File: config.mk
export PLATFORM = sky130hd
export DESIGN_NAME = dcache_controller_flat
export DESIGN_NICKNAME = d
export VERILOG_FILES = /design/src/rtl/xentry_pkg.sv /design/src/rtl/dcache_controller_if.sv /design/src/rtl/dcache_controller_perf_counters.sv /design/src/rtl/dcache_controller.sv /design/src/flat_wrapper.sv
export SDC_FILE = /design/constraint.sdc
export NUM_CORES = 1
export LEC_CHECK = 0
export CAP_MARGIN = 40
export CORE_AREA = 3 3 40 42
export DETAILED_ROUTE_END_ITERATION = 10
export DIE_AREA = 0 0 43 45
export PLACE_DENSITY = 0.53
export SLEW_MARGIN = 20
export SYNTH_ARGS = -nofsm -noshare
export SYNTH_HDL_FRONTEND = slang
export SYNTH_HIERARCHICAL = 1
export SYNTH_SLANG_ARGS = --single-unit
File: constraint.sdc
create_clock -name clk -period 1.85 [get_ports clk]
set_clock_uncertainty 0.1 [all_clocks]
set_input_delay 0.4625 -clock clk [delete_from_list [all_inputs] [get_ports clk]]
set_output_delay 0.4625 -clock clk [all_outputs]
set_load 0.02 [all_outputs]
File: src/rtl/xentry_pkg.sv
// Shared xentry core types used by the L1 data cache controller.
// dcache_state_e names the cache sequencer states; memory_operation_e tags
// pipeline and L2 transfers as loads or stores.
package xentry_pkg;

    typedef enum logic {
        LOAD  = 1'b0,
        STORE = 1'b1
    } memory_operation_e;

    typedef enum logic [1:0] {
        IDLE         = 2'd0,
        WRITEBACK    = 2'd1,
        REFILL_SETUP = 2'd2,
        FILL         = 2'd3
    } dcache_state_e;

    // Increment that sticks at the all-ones value instead of wrapping.
    function automatic logic [31:0] sat_inc32(input logic [31:0] value);
        if (value == 32'hFFFF_FFFF) begin
            return value;
        end else begin
            return value + 32'd1;
        end
    endfunction

endpackage

File: src/rtl/dcache_controller_if.sv
// Bundle of pipeline, datapath and L2 handshake signals around the L1 data
// cache controller. The master modport is the controller; the slave modport
// is the datapath/pipeline/L2 side. The perf counter outputs exist only when
// DCACHE_PERF_COUNTERS_EN is defined.
interface dcache_controller_if;
    import xentry_pkg::*;

    // pipeline request
    logic              pipe_req_valid;
    memory_operation_e pipe_req_type;
    logic              pipe_req_fulfilled;

    // datapath lookup and word counter status
    logic              hit;
    logic              clean_miss;
    logic              dirty_miss;
    logic              counter_done;

    // word-serial L2 handshake
    logic              l2_req_valid;
    memory_operation_e l2_req_type;
    logic              l2_req_fulfilled;

    // datapath controls
    logic              flush_mode;
    logic              load_mode;
    logic              clear_selected_dirty_bit;
    logic              clear_selected_valid_bit;
    logic              finish_new_line_install;
    logic              set_new_l2_block_address;
    logic              reset_counter;
    logic              decrement_counter;

`ifdef DCACHE_PERF_COUNTERS_EN
    logic [31:0]       perf_hits;
    logic [31:0]       perf_misses;
    logic [31:0]       perf_writebacks;
`endif

    modport master (
        input  pipe_req_valid, pipe_req_type,
        input  hit, clean_miss, dirty_miss, counter_done,
        input  l2_req_fulfilled,
        output pipe_req_fulfilled,
        output l2_req_valid, l2_req_type,
        output flush_mode, load_mode, clear_selected_dirty_bit,
        output clear_selected_valid_bit, finish_new_line_install,
        output set_new_l2_block_address, reset_counter, decrement_counter
`ifdef DCACHE_PERF_COUNTERS_EN
        , output perf_hits, perf_misses, perf_writebacks
`endif
    );

    modport slave (
        output pipe_req_valid, pipe_req_type,
        output hit, clean_miss, dirty_miss, counter_done,
        output l2_req_fulfilled,
        input  pipe_req_fulfilled,
        input  l2_req_valid, l2_req_type,
        input  flush_mode, load_mode, clear_selected_dirty_bit,
        input  clear_selected_valid_bit, finish_new_line_install,
        input  set_new_l2_block_address, reset_counter, decrement_counter
`ifdef DCACHE_PERF_COUNTERS_EN
        , input perf_hits, perf_misses, perf_writebacks
`endif
    );

endinterface

File: src/rtl/dcache_controller_perf_counters.sv
// dcache_perf_counters: hit / miss / writeback event counters for the L1 data
// cache controller. Each counter saturates at all-ones. Compiled only when
// DCACHE_PERF_COUNTERS_EN is defined.
`ifdef DCACHE_PERF_COUNTERS_EN
module dcache_perf_counters
    import xentry_pkg::*;
(
    input  logic        clk,
    input  logic        reset,
    input  logic        hit_evt_i,
    input  logic        miss_evt_i,
    input  logic        wb_evt_i,
    output logic [31:0] perf_hits_o,
    output logic [31:0] perf_misses_o,
    output logic [31:0] perf_writebacks_o
);

    logic [31:0] hits_q;
    logic [31:0] misses_q;
    logic [31:0] writebacks_q;

    // Count each event class independently, clearing on reset.
    always_ff @(posedge clk) begin
        if (reset) begin
            hits_q       <= 32'd0;
            misses_q     <= 32'd0;
            writebacks_q <= 32'd0;
        end else begin
            if (hit_evt_i) begin
                hits_q <= sat_inc32(hits_q);
            end
            if (miss_evt_i) begin
                misses_q <= sat_inc32(misses_q);
            end
            if (wb_evt_i) begin
                writebacks_q <= sat_inc32(writebacks_q);
            end
        end
    end

    assign perf_hits_o       = hits_q;
    assign perf_misses_o     = misses_q;
    assign perf_writebacks_o = writebacks_q;

endmodule
`endif

File: src/rtl/dcache_controller.sv
// dcache_controller: sequencing FSM for the direct-mapped L1 data cache.
// Completes hits in IDLE, refills clean misses, and writes back dirty victims
// before refilling. Lines move word-serially over the L2 handshake in
// descending word order, paced by the datapath word counter.
// Optional feature macro: DCACHE_PERF_COUNTERS_EN adds saturating
// hit/miss/writeback counters (dcache_perf_counters).
module dcache_controller
    import xentry_pkg::*;
#(
    parameter int LINE_SIZE = 32,
    parameter int XLEN      = 32
) (
    input logic                 clk,
    input logic                 reset,
    dcache_controller_if.master bus
);

    localparam int WORDS_PER_LINE = LINE_SIZE / (XLEN / 8);

    localparam logic [1:0] S_IDLE         = IDLE;
    localparam logic [1:0] S_WRITEBACK    = WRITEBACK;
    localparam logic [1:0] S_REFILL_SETUP = REFILL_SETUP;
    localparam logic [1:0] S_FILL         = FILL;

    generate
        if (WORDS_PER_LINE < 1) begin : g_bad_geometry
            $error("dcache_controller: LINE_SIZE must hold at least one XLEN word");
        end
    endgenerate

    logic [1:0]        state_q;
    logic [1:0]        state_d;

    logic              pipe_req_fulfilled_s;
    logic              l2_req_valid_s;
    memory_operation_e l2_req_type_s;
    logic              flush_mode_s;
    logic              load_mode_s;
    logic              clear_dirty_s;
    logic              clear_valid_s;
    logic              finish_install_s;
    logic              set_block_addr_s;
    logic              reset_counter_s;
    logic              decrement_counter_s;

    // The request type only feeds optional bookkeeping; sink it here.
    logic              unused_req_type_s;
    assign unused_req_type_s = bus.pipe_req_type;

    // Hold the current sequencer state; reset aborts any transfer in flight.
    always_ff @(posedge clk) begin
        if (reset) begin
            state_q <= S_IDLE;
        end else begin
            state_q <= state_d;
        end
    end

    // Next-state and datapath control decode for each sequencer state.
    always_comb begin
        state_d              = state_q;
        pipe_req_fulfilled_s = 1'b0;
        l2_req_valid_s       = 1'b0;
        l2_req_type_s        = LOAD;
        flush_mode_s         = 1'b0;
        load_mode_s          = 1'b0;
        clear_dirty_s        = 1'b0;
        clear_valid_s        = 1'b0;
        finish_install_s     = 1'b0;
        set_block_addr_s     = 1'b0;
        reset_counter_s      = 1'b0;
        decrement_counter_s  = 1'b0;

        case (state_q)
            S_IDLE: begin
                if (bus.pipe_req_valid && bus.hit) begin
                    pipe_req_fulfilled_s = 1'b1;
                end else if (bus.pipe_req_valid && bus.clean_miss) begin
                    set_block_addr_s = 1'b1;
                    reset_counter_s  = 1'b1;
                    state_d          = S_FILL;
                end else if (bus.pipe_req_valid && bus.dirty_miss) begin
                    // Block address latches the victim tag for the writeback.
                    set_block_addr_s = 1'b1;
                    reset_counter_s  = 1'b1;
                    state_d          = S_WRITEBACK;
                end else begin
                    state_d = S_IDLE;
                end
            end

            S_WRITEBACK: begin
                flush_mode_s   = 1'b1;
                l2_req_valid_s = 1'b1;
                l2_req_type_s  = STORE;
                if (bus.l2_req_fulfilled && !bus.counter_done) begin
                    decrement_counter_s = 1'b1;
                end else if (bus.l2_req_fulfilled) begin
                    // Victim fully written: invalidate so the refill sees a clean miss.
                    clear_dirty_s   = 1'b1;
                    clear_valid_s   = 1'b1;
                    reset_counter_s = 1'b1;
                    state_d         = S_REFILL_SETUP;
                end else begin
                    state_d = S_WRITEBACK;
                end
            end

            S_REFILL_SETUP: begin
                // Line is invalid now, so the address latches the request tag.
                set_block_addr_s = 1'b1;
                state_d          = S_FILL;
            end

            S_FILL: begin
                load_mode_s    = 1'b1;
                l2_req_valid_s = 1'b1;
                l2_req_type_s  = LOAD;
                if (bus.l2_req_fulfilled && !bus.counter_done) begin
                    decrement_counter_s = 1'b1;
                end else if (bus.l2_req_fulfilled) begin
                    // Last word in; the held request hits in IDLE next cycle.
                    finish_install_s = 1'b1;
                    state_d          = S_IDLE;
                end else begin
                    state_d = S_FILL;
                end
            end

            default: begin
                state_d = S_IDLE;
            end
        endcase
    end

    assign bus.pipe_req_fulfilled       = pipe_req_fulfilled_s;
    assign bus.l2_req_valid             = l2_req_valid_s;
    assign bus.l2_req_type              = l2_req_type_s;
    assign bus.flush_mode               = flush_mode_s;
    assign bus.load_mode                = load_mode_s;
    assign bus.clear_selected_dirty_bit = clear_dirty_s;
    assign bus.clear_selected_valid_bit = clear_valid_s;
    assign bus.finish_new_line_install  = finish_install_s;
    assign bus.set_new_l2_block_address = set_block_addr_s;
    assign bus.reset_counter            = reset_counter_s;
    assign bus.decrement_counter        = decrement_counter_s;

`ifdef DCACHE_PERF_COUNTERS_EN
    logic hit_evt_s;
    logic miss_evt_s;
    logic wb_evt_s;

    assign hit_evt_s  = pipe_req_fulfilled_s;
    assign miss_evt_s = (state_q == S_IDLE) && bus.pipe_req_valid && !bus.hit &&
                        (bus.clean_miss || bus.dirty_miss);
    assign wb_evt_s   = clear_dirty_s;

    dcache_perf_counters u_perf (
        .clk               (clk),
        .reset             (reset),
        .hit_evt_i         (hit_evt_s),
        .miss_evt_i        (miss_evt_s),
        .wb_evt_i          (wb_evt_s),
        .perf_hits_o       (bus.perf_hits),
        .perf_misses_o     (bus.perf_misses),
        .perf_writebacks_o (bus.perf_writebacks)
    );
`endif

endmodule

File: src/flat_wrapper.sv
// flat-port wrapper written by rule: the top's interface ports become plain ports
module dcache_controller_flat import xentry_pkg::*;
#(
    parameter int LINE_SIZE = 32,
    parameter int XLEN      = 32
)
  (clk, reset, bus_pipe_req_valid, bus_pipe_req_type, bus_hit, bus_clean_miss, bus_dirty_miss, bus_counter_done, bus_l2_req_fulfilled, bus_pipe_req_fulfilled, bus_l2_req_valid, bus_l2_req_type, bus_flush_mode, bus_load_mode, bus_clear_selected_dirty_bit, bus_clear_selected_valid_bit, bus_finish_new_line_install, bus_set_new_l2_block_address, bus_reset_counter, bus_decrement_counter);
  dcache_controller_if bus_i ();
  input logic clk;
  input logic reset;
  input wire logic [$bits(bus_i.pipe_req_valid)-1:0] bus_pipe_req_valid;
  input wire logic [$bits(bus_i.pipe_req_type)-1:0] bus_pipe_req_type;
  input wire logic [$bits(bus_i.hit)-1:0] bus_hit;
  input wire logic [$bits(bus_i.clean_miss)-1:0] bus_clean_miss;
  input wire logic [$bits(bus_i.dirty_miss)-1:0] bus_dirty_miss;
  input wire logic [$bits(bus_i.counter_done)-1:0] bus_counter_done;
  input wire logic [$bits(bus_i.l2_req_fulfilled)-1:0] bus_l2_req_fulfilled;
  output wire logic [$bits(bus_i.pipe_req_fulfilled)-1:0] bus_pipe_req_fulfilled;
  output wire logic [$bits(bus_i.l2_req_valid)-1:0] bus_l2_req_valid;
  output wire logic [$bits(bus_i.l2_req_type)-1:0] bus_l2_req_type;
  output wire logic [$bits(bus_i.flush_mode)-1:0] bus_flush_mode;
  output wire logic [$bits(bus_i.load_mode)-1:0] bus_load_mode;
  output wire logic [$bits(bus_i.clear_selected_dirty_bit)-1:0] bus_clear_selected_dirty_bit;
  output wire logic [$bits(bus_i.clear_selected_valid_bit)-1:0] bus_clear_selected_valid_bit;
  output wire logic [$bits(bus_i.finish_new_line_install)-1:0] bus_finish_new_line_install;
  output wire logic [$bits(bus_i.set_new_l2_block_address)-1:0] bus_set_new_l2_block_address;
  output wire logic [$bits(bus_i.reset_counter)-1:0] bus_reset_counter;
  output wire logic [$bits(bus_i.decrement_counter)-1:0] bus_decrement_counter;
  assign bus_i.pipe_req_valid = bus_pipe_req_valid;
  assign bus_i.pipe_req_type = bus_pipe_req_type;
  assign bus_i.hit = bus_hit;
  assign bus_i.clean_miss = bus_clean_miss;
  assign bus_i.dirty_miss = bus_dirty_miss;
  assign bus_i.counter_done = bus_counter_done;
  assign bus_i.l2_req_fulfilled = bus_l2_req_fulfilled;
  assign bus_pipe_req_fulfilled = bus_i.pipe_req_fulfilled;
  assign bus_l2_req_valid = bus_i.l2_req_valid;
  assign bus_l2_req_type = bus_i.l2_req_type;
  assign bus_flush_mode = bus_i.flush_mode;
  assign bus_load_mode = bus_i.load_mode;
  assign bus_clear_selected_dirty_bit = bus_i.clear_selected_dirty_bit;
  assign bus_clear_selected_valid_bit = bus_i.clear_selected_valid_bit;
  assign bus_finish_new_line_install = bus_i.finish_new_line_install;
  assign bus_set_new_l2_block_address = bus_i.set_new_l2_block_address;
  assign bus_reset_counter = bus_i.reset_counter;
  assign bus_decrement_counter = bus_i.decrement_counter;
  dcache_controller #(.LINE_SIZE(LINE_SIZE), .XLEN(XLEN)) u_core (.clk(clk), .reset(reset), .bus(bus_i));
endmodule
==> impl_metrics.py, run 1 <==
metrics = {
    "outcome": {
        "status": "finished, final reports clean",
    },
    "global_route": {
        "grt_pass1_vias": 242,
        "grt_pass1_wl_um": 924,
        "track_usage_pct": 6.82,
        "grt_overflow_total": 0,
        "antenna_found_initial": 0,
        "grt_max_degree": 8,
    },
    "drt": {
        "wl_per_cell_um": 9.67,
        "via_count": 258,
        "viasPerCell": 3.91,
        "drt-initial-drc-count": 0,
        "antenna_left": 0,
        "firstDrtPassIters": 1,
        "wl_um": 638,
        "drc": 0,
    },
    "clock_tree": {
        "cts_buffer_depth": 2,
        "cts_sinks": 2,
        "cts_root_buffer": "clkbuf_4",
        "ctsHoldBuffers": 0,
        "htreeDepth": 1,
        "clk_pin_slew_ns": 0.03,
        "cts_tree": "built",
        "cts_buffers": 3,
        "clk_latency_ns": 0.23,
    },
    "synthesis": {
        "synth_compound_area_share_pct": 24.3,
        "synth.distinct_cells": 16,
        "synth_warnings": 6,
        "ys_ff_latch": 2,
        "synthAdderAreaFrac_pct": 0,
        "synth_top_family_by_area": "simple AND/OR/NAND/NOR gates",
        "synth_simple_gate_area_share_pct": 32.9,
        "syn_area_per_cell_um2": 6.49,
        "syn-cell-area_um2": 175,
        "syn_nets": 36,
        "muxShareOfSynthArea_pct": 0,
        "ys_seq_area_share_pct": 22.9,
        "synth-xor-area-share_pct": 5.00,
        "synthCells": 27,
    },
    "floorplan": {
        "die_h_um": 45,
        "num_rows": 13,
        "die_w_um": 43,
        "design.core.area_um2": 1280,
        "initial_utilization_pct": 13.6,
        "num_io_pins": 20,
        "die_area_um2": 1940,
    },
    "layout": {
        "diodes": 0,
        "reg_top3": "u_core/state_q: 2 flops",
        "fin_nets": 62,
        "syn_to_final_growth_pct": 130,
        "fin_util_pct": 31.4,
        "largest_register_ffs": 2,
        "final_cell_count_no_fill": 66,
        "regMostFlops": "u_core/state_q",
        "drive_gt1_share_pct": 47.1,
        "fin_area_um2": 403,
    },
    "power_and_ir_drop": {
        "p_comb_share_pct": 44.0,
        "p_per_area_nw_per_um2": 703,
        "clkPwrFrac_pct": 34.6,
        "ir_drop_v": 0.000230,
        "totalPowerFinal_uw": 283,
        "seqPwrFrac_pct": 21.4,
        "sw_frac_of_total_pct": 35.9,
        "net-switching-power_uw": 102,
        "p_leak_nw": 0.209,
        "intPower_uw": 181,
    },
    "placement": {
        "place_area_um2": 393,
        "routabilityCongestion": 0.679,
        "pre_cts_ws_ns": -0.826,
        "placed_cells": 62,
        "hpwl_um": 497,
        "io_buffers": 18,
    },
    "setup_path": {
        "critical_path.startpoint_type": "flip-flop",
        "critPathKind": "flip-flop to output pin",
        "cp_data_arrival_time_ns": 1.20,
        "r2r_cells": 5,
        "crit_fanout": 7,
        "cp_data_required_time_ns": 1.29,
        "worstSetupEndpointType": "output pin",
    },
    "sta": {
        "slew_headroom_pct": 87.0,
        "min_period_ns": 1.76,
        "finalMaxSlewViolations": 0,
        "setup_ws_ns": 0.0880,
        "fmax_mhz": 568,
        "rsz0062_at_grt": "false",
        "final.period_utilization_pct": 95.2,
        "tightest_slew_ns": 0.194,
        "hold_viol": 0,
        "finalSetupViolations": 0,
    },
    "min_path": {
        "min_path_cells": 1,
        "hold_class": "flip-flop to flip-flop",
    },
    "flow_run": {
        "cap_violations": 0,
    },
}
cells in the final DEF, fill, tap and decap left out:
cell type	instances
nand3_2	1
inv_1	1
buf_4	7
o21ai_2	1
o211ai_1	1
a21oi_1	2
dlygate4sd2_1	8
nand2b_1	1
a221oi_2	1
buf_6	1
a21oi_2	1
dfxtp_1	1
inv_2	1
clkdlybuf4s15_1	1
dfxtp_2	1
clkbuf_2	2
and3_1	1
nor2_1	6
buf_2	4
xnor2_1	1
nor2b_4	1
nand2_1	3
clkbuf_4	3
clkdlybuf4s50_1	1
power groups by stage:
| stage | combinational [mW] | sequential (mW) | clock [mW] |
|---|---|---|---|
| finish | 0.125 | 0.0606 | 0.0979 |
| global placement | 0.135 | 0.0599 | 0 |
| CTS | 0.124 | 0.0609 | 0.105 |
| global route | 0.134 | 0.0623 | 0.110 |
| floorplan | 0.0665 | 0.0573 | 0 |
| detailed placement | 0.136 | 0.0601 | 0 |
path summary, 6_finish.rpt:
kind,from,endpoint,slack [ns]
hold reg to reg,u_core/state_q[0],u_core/state_q[1],0.43
hold / removal,u_core/state_q[0],u_core/state_q[1],0.43
setup / recovery,u_core/state_q[0],bus_flush_mode,0.09
setup reg to reg,u_core/state_q[0],u_core/state_q[0],0.75
layer usage:
layer	track usage (%)	part of all wire, %	up-vias
li1	-	-	136
met1	6.71	43	110
met2	10.2	44	12
met3	4.38	13	0
met4	5.42	0	0
met5	0	0	-
synth_stat cells:
library cell,count,share of area (%)
o21ai_0,1,2.9
clkbuf_1,1,2.1
a221oi_2,1,8.6
dfxtp_1,2,23
o211ai_1,1,4.3
a21oi_1,3,8.6
nor2_1,6,13
nor2b_1,1,3.6
buf_4,2,8.6
nand2b_1,1,3.6
xnor2_1,1,5.0
nand3_1,1,2.9
inv_1,1,2.1
and3_1,1,3.6
inv_2,1,2.1
nand2_1,3,6.4
critical path, stage by stage, from the launching register on:
cell,delay (ns)
dfxtp_2,0.39
inv_1,0.09
nor2_1,0.14
dlygate4sd2_1,0.35
through the flow:
| step | hold slack, ns | TNS [ns] |
|---|---|---|
| floorplan | 0.422 | 0 |
| global placement | 0.486 | -4.29 |
| detailed placement | 0.494 | -4.33 |
| CTS | 0.430 | 0 |
| global route | 0.458 | 0 |
| finish | 0.427 | 0 |
cell type report:
cell class	count	area, um2
Tap cell	15	18.8
Multi-Input combinational cell	20	129
Clock buffer	3	22.5
Inverter	2	7.51
Sequential cell	2	41.3
Timing Repair Buffer	24	184
Fill cell	154	882
repair_timing:
action                     in CTS  in global routing
setup endpoints to repair      11                  1
pin swaps                       5                  1
resized for setup              45                  5
buffers inserted                1                  0
logic make-up (layout without fill, tap and decap cells):
group / count (synthesis) / count (layout)
simple gates: 13 / 13
compound gates: 6 / 6
flops: 2 / 2
buf+inv: 5 / 29
xor+xnor: 1 / 1
Power figures use the tool's default switching activity.
==> run 2: changes to the inputs <==
Settings changed: CAP_MARGIN 40 to 5.
==> results of run 2 <==
No change in the layout: final DEF, timing and power equal those of run 1.
==> run 3: changes to the inputs <==
Settings changed: TNS_END_PERCENT set to 20.
Clock period 1.85 ns to 2.1 ns, I/O delays scaled along.
==> impl_metrics.py, run 3 (same netlist as run 1, synthesis figures left out) <==
metrics = {
    "clock_tree": {
        "clk_pin_slew_ns": 0.03,
        "cts_sinks": 2,
        "cts_buffer_depth": 2,
        "htreeDepth": 1,
        "cts_root_buffer": "clkbuf_4",
        "ctsHoldBuffers": 0,
        "clk_latency_ns": 0.22,
        "cts_tree": "built",
        "cts_buffers": 3,
    },
    "drt": {
        "wl_per_cell_um": 9.97,
        "drt-initial-drc-count": 0,
        "viasPerCell": 3.98,
        "firstDrtPassIters": 1,
        "antenna_left": 0,
        "drc": 0,
        "via_count": 255,
        "wl_um": 638,
    },
    "floorplan": {
        "num_io_pins": 20,
        "initial_utilization_pct": 13.6,
        "die_area_um2": 1940,
        "die_h_um": 45,
        "num_rows": 13,
        "die_w_um": 43,
        "design.core.area_um2": 1280,
    },
    "placement": {
        "io_buffers": 18,
        "hpwl_um": 477,
        "routabilityCongestion": 0.698,
        "placed_cells": 61,
        "pre_cts_ws_ns": -0.677,
    },
    "layout": {
        "diodes": 0,
        "reg_top3": "u_core/state_q: 2 flops",
        "regMostFlops": "u_core/state_q",
        "drive_gt1_share_pct": 44.9,
        "fillers": 154,
        "syn_to_final_growth_pct": 133,
        "fin_nets": 60,
        "fin_util_pct": 31.7,
        "largest_register_ffs": 2,
        "final_common_cell": "buf_4",
        "final_cell_count_no_fill": 64,
        "layout_common_cells": "buf_4 (6), dlygate4sd2_1 (5), nor2_1 (5)",
    },
    "setup_path": {
        "crit_fanout": 3,
        "worstSetupEndpointType": "output pin",
        "cp_data_arrival_time_ns": 1.42,
        "cp_data_required_time_ns": 1.47,
        "critical_path.startpoint_type": "input pin",
        "critPathKind": "input pin to output pin",
    },
    "sta": {
        "hold_viol": 0,
        "rsz0062_at_grt": "true",
        "slew_headroom_pct": 83.4,
        "tightest_slew_ns": 0.249,
        "fmax_mhz": 488,
        "setup_tns_ns": 0,
        "setup_ws_ns": 0.0524,
        "finalSetupViolations": 0,
        "min_period_ns": 2.05,
        "final.period_utilization_pct": 97.5,
        "finalMaxSlewViolations": 0,
    },
    "outcome": {
        "status": "finished, final reports clean",
    },
    "min_path": {
        "hold_class": "flip-flop to flip-flop",
    },
    "global_route": {
        "grt_pass1_wl_mm": 1.04,
        "track_usage_pct": 7.73,
        "grt_overflow_total": 0,
        "grt_max_degree": 7,
        "grt_pass1_vias": 244,
        "antenna_found_initial": 0,
    },
    "power_and_ir_drop": {
        "p_per_area_nw_per_um2": 599,
        "ir_drop_v": 0.000218,
        "p_leak_nw": 0.210,
    },
    "flow_run": {
        "cap_violations": 0,
    },
}
[run 3: changes by cell type in the layout (fill, tap and decap cells not counted), sizes merged]
cell,before,now
dlygate4sd2,8,5
clkdlybuf4s50,1,4
clkdlybuf4s15,1,0
dlymetal6s2s,0,2
clkbuf,5,4
buf,12,10
[run 3: per-layer routing]
metal	global-route usage [%]	vias to the layer above	share of wire, %
met1	7.91	110	43
li1	-	133	-
met2	10.8	12	45
met3	5.98	0	12
met4	5.42	0	0
met5	0	-	0
[run 3: repair_timing]
action	in CTS	in global routing
endpoints found under the setup margin	9	6
buffers inserted	0	0
gates resized for setup	38	7
pin swaps	4	0
[run 3: path summary, 6_finish.rpt]
path | from | slack, ns | cells after the start | to
max | bus_clean_miss | 0.05 | 4 | bus_reset_counter
min reg2reg | u_core/state_q[0] | 0.52 | 2 | u_core/state_q[1]
max reg2reg | u_core/state_q[1] | 1.02 | 3 | u_core/state_q[1]
min | u_core/state_q[0] | 0.52 | 2 | u_core/state_q[1]
[run 3: layout make-up]
type | instances | area (um2) | share of cell area [%]
Inverter | 2 | 7.51 | 1.84
Tap cell | 15 | 18.8 | 4.60
Multi-Input combinational cell | 20 | 139 | 34.0
Clock buffer | 3 | 22.5 | 5.52
Timing Repair Buffer | 22 | 179 | 43.9
Sequential cell | 2 | 41.3 | 10.1
[run 3: per-stage QoR]
step	hold slack [ns]	instance area (um2)	total power, mW
floorplan	0.422	175	0.109
global placement	0.556	385	0.167
detailed placement	0.556	385	0.166
CTS	0.573	393	0.247
global route	0.559	408	0.269
finish	0.518	408	0.245
[run 3: power breakdown]
group          switching (mW)  internal [mW]  total (mW)
registers             0.00970         0.0442      0.0539
clock network          0.0203         0.0629      0.0832
logic                  0.0572         0.0502       0.107
[run 3: critical path, stage by stage]
cell and delay [ns]:
clkdlybuf4s50_1 0.51, o211ai_1 0.11, a21oi_2 0.13, buf_4 0.15
